--- src/rtl/debug_uart_tx_if.sv ---
// Signal bundle between a debug-port producer and debug_uart_tx.
// Carries the frame request, the seven payload bytes and the UART status.
interface debug_uart_tx_if;
  logic       start;
  logic [7:0] debug_port1;
  logic [7:0] debug_port2;
  logic [7:0] debug_port3;
  logic [7:0] debug_port4;
  logic [7:0] debug_port5;
  logic [7:0] debug_port6;
  logic [7:0] debug_port7;
  logic       tx;
  logic       busy;
  logic       done;

  modport master (
    output start,
    output debug_port1, debug_port2, debug_port3,
    output debug_port4, debug_port5, debug_port6,
    output debug_port7,
    input  tx, busy, done
  );

  modport slave (
    input  start,
    input  debug_port1, debug_port2, debug_port3,
    input  debug_port4, debug_port5, debug_port6,
    input  debug_port7,
    output tx, busy, done
  );
endinterface

--- src/rtl/debug_uart_tx.sv ---
// Snapshots seven debug ports and sends them as one 8N1 UART frame.
// Define DEBUG_TX_CHECKSUM_EN to append an XOR checksum byte.
module debug_uart_tx #(
  parameter int         CLKS_PER_BIT = 868,
  parameter logic [7:0] SYNC_BYTE    = 8'hA5
) (
  input logic           clk,
  input logic           nreset,
  debug_uart_tx_if.slave bus
);
`ifdef DEBUG_TX_CHECKSUM_EN
  localparam int NBYTES = 9;
`else
  localparam int NBYTES = 8;
`endif
  localparam int CW = $clog2(CLKS_PER_BIT);
  localparam int BW = $clog2(NBYTES);
  localparam logic [CW-1:0] CNT_LAST = CW'(CLKS_PER_BIT - 1);
  localparam logic [BW-1:0] BYTE_LAST = BW'(NBYTES - 1);

  typedef enum logic [1:0] {
    IDLE, START, DATA, STOP
  } state_t;

  state_t        state, state_d;
  logic [CW-1:0] cnt, cnt_d;
  logic [2:0]    bit_idx, bit_d;
  logic [BW-1:0] byte_idx, byte_d;
  logic          tx, tx_d;
  logic          busy, busy_d;
  logic          done, done_d;
  logic          load;
  logic [7:0]    snap [NBYTES];
  logic [7:0]    cur;
  logic [2:0]    nbit;
  logic          last;

  assign bus.tx   = tx;
  assign bus.busy = busy;
  assign bus.done = done;

  assign cur  = snap[byte_idx];
  assign nbit = bit_idx + 3'd1;
  assign last = (cnt == CNT_LAST);

  always_comb begin
    state_d = state;
    cnt_d   = cnt;
    bit_d   = bit_idx;
    byte_d  = byte_idx;
    tx_d    = tx;
    busy_d  = busy;
    done_d  = 1'b0;
    load    = 1'b0;
    if (state != IDLE)
      cnt_d = last ? '0 : cnt + CW'(1);
    unique case (state)
      IDLE: begin
        if (bus.start) begin
          load    = 1'b1;
          state_d = START;
          cnt_d   = '0;
          bit_d   = '0;
          byte_d  = '0;
          tx_d    = 1'b0;
          busy_d  = 1'b1;
        end
      end
      START: begin
        if (last) begin
          state_d = DATA;
          bit_d   = '0;
          tx_d    = cur[0];
        end
      end
      DATA: begin
        if (last) begin
          if (bit_idx == 3'd7) begin
            state_d = STOP;
            tx_d    = 1'b1;
          end else begin
            bit_d = nbit;
            tx_d  = cur[nbit];
          end
        end
      end
      STOP: begin
        if (last) begin
          if (byte_idx == BYTE_LAST) begin
            state_d = IDLE;
            byte_d  = '0;
            busy_d  = 1'b0;
            done_d  = 1'b1;
          end else begin
            state_d = START;
            byte_d  = byte_idx + BW'(1);
            tx_d    = 1'b0;
          end
        end
      end
      default: state_d = IDLE;
    endcase
  end

  always_ff @(posedge clk or negedge nreset) begin
    if (!nreset) begin
      state    <= IDLE;
      cnt      <= '0;
      bit_idx  <= '0;
      byte_idx <= '0;
      tx       <= 1'b1;
      busy     <= 1'b0;
      done     <= 1'b0;
    end else begin
      state    <= state_d;
      cnt      <= cnt_d;
      bit_idx  <= bit_d;
      byte_idx <= byte_d;
      tx       <= tx_d;
      busy     <= busy_d;
      done     <= done_d;
    end
  end

  always_ff @(posedge clk or negedge nreset) begin
    if (!nreset) begin
      for (int i = 0; i < NBYTES; i++)
        snap[i] <= '0;
    end else if (load) begin
      snap[0] <= SYNC_BYTE;
      snap[1] <= bus.debug_port1;
      snap[2] <= bus.debug_port2;
      snap[3] <= bus.debug_port3;
      snap[4] <= bus.debug_port4;
      snap[5] <= bus.debug_port5;
      snap[6] <= bus.debug_port6;
      snap[7] <= bus.debug_port7;
`ifdef DEBUG_TX_CHECKSUM_EN
      snap[8] <= bus.debug_port1 ^ bus.debug_port2
               ^ bus.debug_port3 ^ bus.debug_port4
               ^ bus.debug_port5 ^ bus.debug_port6
               ^ bus.debug_port7;
`endif
    end
  end
endmodule

--- src/flat_wrapper.sv ---
// flat-port wrapper written by rule: the top's interface ports become plain ports
module debug_uart_tx_flat 
#(
  parameter int         CLKS_PER_BIT = 868,
  parameter logic [7:0] SYNC_BYTE    = 8'hA5
)
  (clk, nreset, bus_start, bus_debug_port1, bus_debug_port2, bus_debug_port3, bus_debug_port4, bus_debug_port5, bus_debug_port6, bus_debug_port7, bus_tx, bus_busy, bus_done);
  debug_uart_tx_if bus_i ();
  input logic clk;
  input logic nreset;
  input wire logic [$bits(bus_i.start)-1:0] bus_start;
  input wire logic [$bits(bus_i.debug_port1)-1:0] bus_debug_port1;
  input wire logic [$bits(bus_i.debug_port2)-1:0] bus_debug_port2;
  input wire logic [$bits(bus_i.debug_port3)-1:0] bus_debug_port3;
  input wire logic [$bits(bus_i.debug_port4)-1:0] bus_debug_port4;
  input wire logic [$bits(bus_i.debug_port5)-1:0] bus_debug_port5;
  input wire logic [$bits(bus_i.debug_port6)-1:0] bus_debug_port6;
  input wire logic [$bits(bus_i.debug_port7)-1:0] bus_debug_port7;
  output wire logic [$bits(bus_i.tx)-1:0] bus_tx;
  output wire logic [$bits(bus_i.busy)-1:0] bus_busy;
  output wire logic [$bits(bus_i.done)-1:0] bus_done;
  assign bus_i.start = bus_start;
  assign bus_i.debug_port1 = bus_debug_port1;
  assign bus_i.debug_port2 = bus_debug_port2;
  assign bus_i.debug_port3 = bus_debug_port3;
  assign bus_i.debug_port4 = bus_debug_port4;
  assign bus_i.debug_port5 = bus_debug_port5;
  assign bus_i.debug_port6 = bus_debug_port6;
  assign bus_i.debug_port7 = bus_debug_port7;
  assign bus_tx = bus_i.tx;
  assign bus_busy = bus_i.busy;
  assign bus_done = bus_i.done;
  debug_uart_tx #(.CLKS_PER_BIT(CLKS_PER_BIT), .SYNC_BYTE(SYNC_BYTE)) u_core (.clk(clk), .nreset(nreset), .bus(bus_i));
endmodule
--- config.mk ---
export PLATFORM = sky130hd
export DESIGN_NAME = debug_uart_tx_flat
export DESIGN_NICKNAME = d
export VERILOG_FILES = /design/src/rtl/debug_uart_tx_if.sv /design/src/rtl/debug_uart_tx.sv /design/src/flat_wrapper.sv
export SDC_FILE = /design/constraint.sdc
export NUM_CORES = 1
export LEC_CHECK = 0
export ABC_CLOCK_PERIOD_IN_PS = 2300
export CAP_MARGIN = 20
export CORE_MARGIN = 2
export CORE_UTILIZATION = 50
export CTS_CLUSTER_SIZE = 25
export DETAILED_ROUTE_END_ITERATION = 10
export PLACE_DENSITY = 0.74
export SYNTH_ARGS = -nofsm -noshare
export SYNTH_HDL_FRONTEND = slang
export SYNTH_SLANG_ARGS = --single-unit
--- constraint.sdc ---
create_clock -name clk -period 2.3 [get_ports clk]
set_input_delay 0.345 -clock clk [delete_from_list [all_inputs] [get_ports clk]]
set_output_delay 0.345 -clock clk [all_outputs]
set_load 0.05 [all_outputs]
==> flow_metrics.tcl <==
set metrics [dict create \
    status "completed" \
    cpMaxStageDelayCell "clkdlybuf4s50_1" \
    seq_area_frac_synth_pct 49.3 \
    yosysTopAreaCell "dfrtp_1" \
    period_share_pct 88.3 \
    io_buffers 61 \
    die_x_um 93.0 \
    fin_area_mm2 0.00488 \
    ys_warn_count 0 \
    nets 459 \
    cts_root_buffer "clkbuf_8" \
    cts_inserted_buffers 9 \
    num_vias 2737 \
    antenna_found_initial 0 \
    cp_num_buf_inv 1 \
    final_cells 497 \
    initial_utilization_pct 51.5 \
    area_growth_syn_to_layout_pct 23.2 \
    cts_max_level 3 \
    gp_congestion 0.884 \
    final-max-slew-violation-count 0 \
    yosys_register_bits 78 \
    grt_pass1_wl_mm 13.6 \
    layout-drive-gt1-share_pct 26.1 \
    cts_tree "yes" \
    syn_avg_cell_area_um2 12.1 \
    place_area_mm2 0.00468 \
    slew_headroom_pct 65.3 \
    yosys_most_used_dff "dfrtp_1" \
    grt_remaining_overflow 0 \
    dp.final_hpwl_mm 5.94 \
    fin_ws_ns 0.269 \
    min_path_type "primary input to asynchronous set/reset pin" \
    max_cap_violations 0 \
    fin_skew_ns 0.00499 \
    power_mw 2.51 \
    maxClockFrequency_ghz 0.492 \
    drt-total-wl_mm 8.01 \
    crit_family "buffers and inverters" \
    rows 32 \
    post_cts.repair.setup_buffers 0 \
    final_core_util_pct 63.5 \
    syn-num-nets 395 \
    avgViaCountPerCell 5.51 \
    dp_slack_ns 0.314 \
    grt_usage_pct 20.1 \
    cp.arrival_ns 1.69 \
    max_stage_delay_ns 0.80 \
    cp_max_fo 2 \
    drtAntennaViolNets 0 \
    dpl.cell_count 481 \
    drcViolationCount 0 \
    fin_tns_setup_ns 0 \
    grt_pass1_vias 2840 \
    clkSinkCount 78 \
    setup_viol 0 \
    die-area_mm2 0.00865 \
    powerDensity_mw_per_mm2 514 \
    synth_area_mm2 0.00396 \
    grt_max_degree 56 \
    ioPinCount 62 \
    synth.distinct_cells 55 \
    path_cells "clkdlybuf4s50_1" \
    synth_top_area_share_pct 48.6 \
    drt-pass1-iter-count 4 \
    ys_top_cells_by_area "dfrtp_1 49%, mux2_2 18%, ha_1 2.8%" \
    hold_viol_final 0 \
    wl_per_cell_um 16.1 \
    leakage_nw 2.30 \
    hold_slack_ns 0.447 \
    critical_path_class "register to primary output" \
    core-area_mm2 0.00769 \
    drt-initial-drc-count 115 \
    cts_buffer_depth 2 \
    synthArstFlopShare_pct 100 \
    synth_edf_count 0 \
    rsz0062_at_grt "false" \
    required_ns 1.96 \
    min_period_ns 2.03 \
    tightest_slew_ns 0.521 \
    die_h_um 93.0 \
    start_kind "register" \
    ir_worst_vdd_mv 0.287 \
    crit_path_end_kind "primary output" \
    synthCells 327 \
    clkLatencyLatePin_ns 0.35 \
    clk_pin_slew_ns 0.08 \
    diodes 0 \
]
repair_timing:
action	CTS	global route
resized for setup	0	0
hold buffers	1	0
endpoints found under the hold margin	26	0
sequential cells by signal (all words and copies together) (netlist names):
register / flops
u_core.state: 2
u_core.bus.tx: 1
u_core.cnt: 10
u_core.bus.busy: 1
u_core.byte_idx: 3
u_core.bit_idx: 3
u_core.snap: 57
u_core.bus.done: 1
placed cells by master (no fill, tap or decap), types with 4 or more instances in the layout:
cell             netlist  final
o31ai_1                4      4
inv_1                  6      6
buf_4                  2      9
o21ai_0               22     22
nand2b_1               4      4
clkdlybuf4s50_1        0     60
nand2_1               24     23
clkbuf_8               0     10
nand3_1                9      9
and3_1                 5      5
a22oi_1                6      6
a21oi_1                5      5
mux2_2                65     65
mux2i_1                8      8
dfrtp_1               77     77
nor2_1                15     15
ha_1                   9      9
logic make-up after synthesis:
| family | share of synthesized area, % |
|---|---|
| multiplexers | 23.5 |
| flip-flops | 49.3 |
| AND/OR/NAND/NOR | 9.22 |
| AO/OA/AOI/OAI | 11.2 |
| buffers and inverters | 3.50 |
| adder cells (fa/ha/maj) | 2.84 |
| XOR/XNOR | 0.442 |
worst paths after layout:
path,from,endpoint,slack (ns),cells after the start
setup / recovery,u_core.bus.tx$_DFFE_PN1P_,bus_tx,0.27,1
hold / removal,nreset,u_core.snap[33]$_DFFE_PN0P_,0.45,2
setup reg to reg,u_core.byte_idx[0]$_DFFE_PN0P_,u_core.bus.tx$_DFFE_PN1P_,0.30,7
hold reg to reg,u_core.bit_idx[1]$_DFFE_PN0P_,u_core.bit_idx[1]$_DFFE_PN0P_,0.49,2
max in group asynchronous,nreset,u_core.snap[26]$_DFFE_PN0P_,1.26,3
min in group clk,u_core.bit_idx[1]$_DFFE_PN0P_,u_core.bit_idx[1]$_DFFE_PN0P_,0.49,2
report_power, final:
| group | internal (mW) | switching [mW] |
|---|---|---|
| Clock | 0.522 | 0.482 |
| Combinational | 0.0916 | 0.0425 |
| Sequential | 1.37 | 0 |
| Total | 1.98 | 0.525 |
synthesized netlist by cell type, types with 2 or more instances:
cell,count
a211oi_1,3
a21oi_1,5
nand2b_1,4
clkbuf_1,8
o21ai_0,22
buf_6,2
a31oi_1,3
dfrtp_1,77
nor2b_1,3
buf_4,2
ha_1,9
buf_2,5
mux4_2,3
mux4_1,2
nor2_1,15
o31ai_1,4
nand3_1,9
a211o_1,3
and3_1,5
inv_1,6
a221oi_1,2
nand2_1,24
a22oi_1,6
mux2_2,65
mux2i_1,8
a22o_1,3
per-layer routing:
metal  share of wire, %  wire (um)  GRT usage, %  vias to the layer above
li1                   -          -             -                     1323
met1                 47       3790          27.5                     1348
met2                 48       3840          32.3                       56
met3                3.4        272          3.22                       10
met4                1.4        113          7.72                        0
met5                  0          0             0                        -
final cells by class:
type	count	area, um^2
fill	630	2800
sequential	78	1950
multi-input combinational	224	1870
timing repair buffer	72	718
clock buffer	11	141
tap	102	128
clock inverter	4	47.5
inverter	6	22.5
Power figures use the tool's default switching activity.
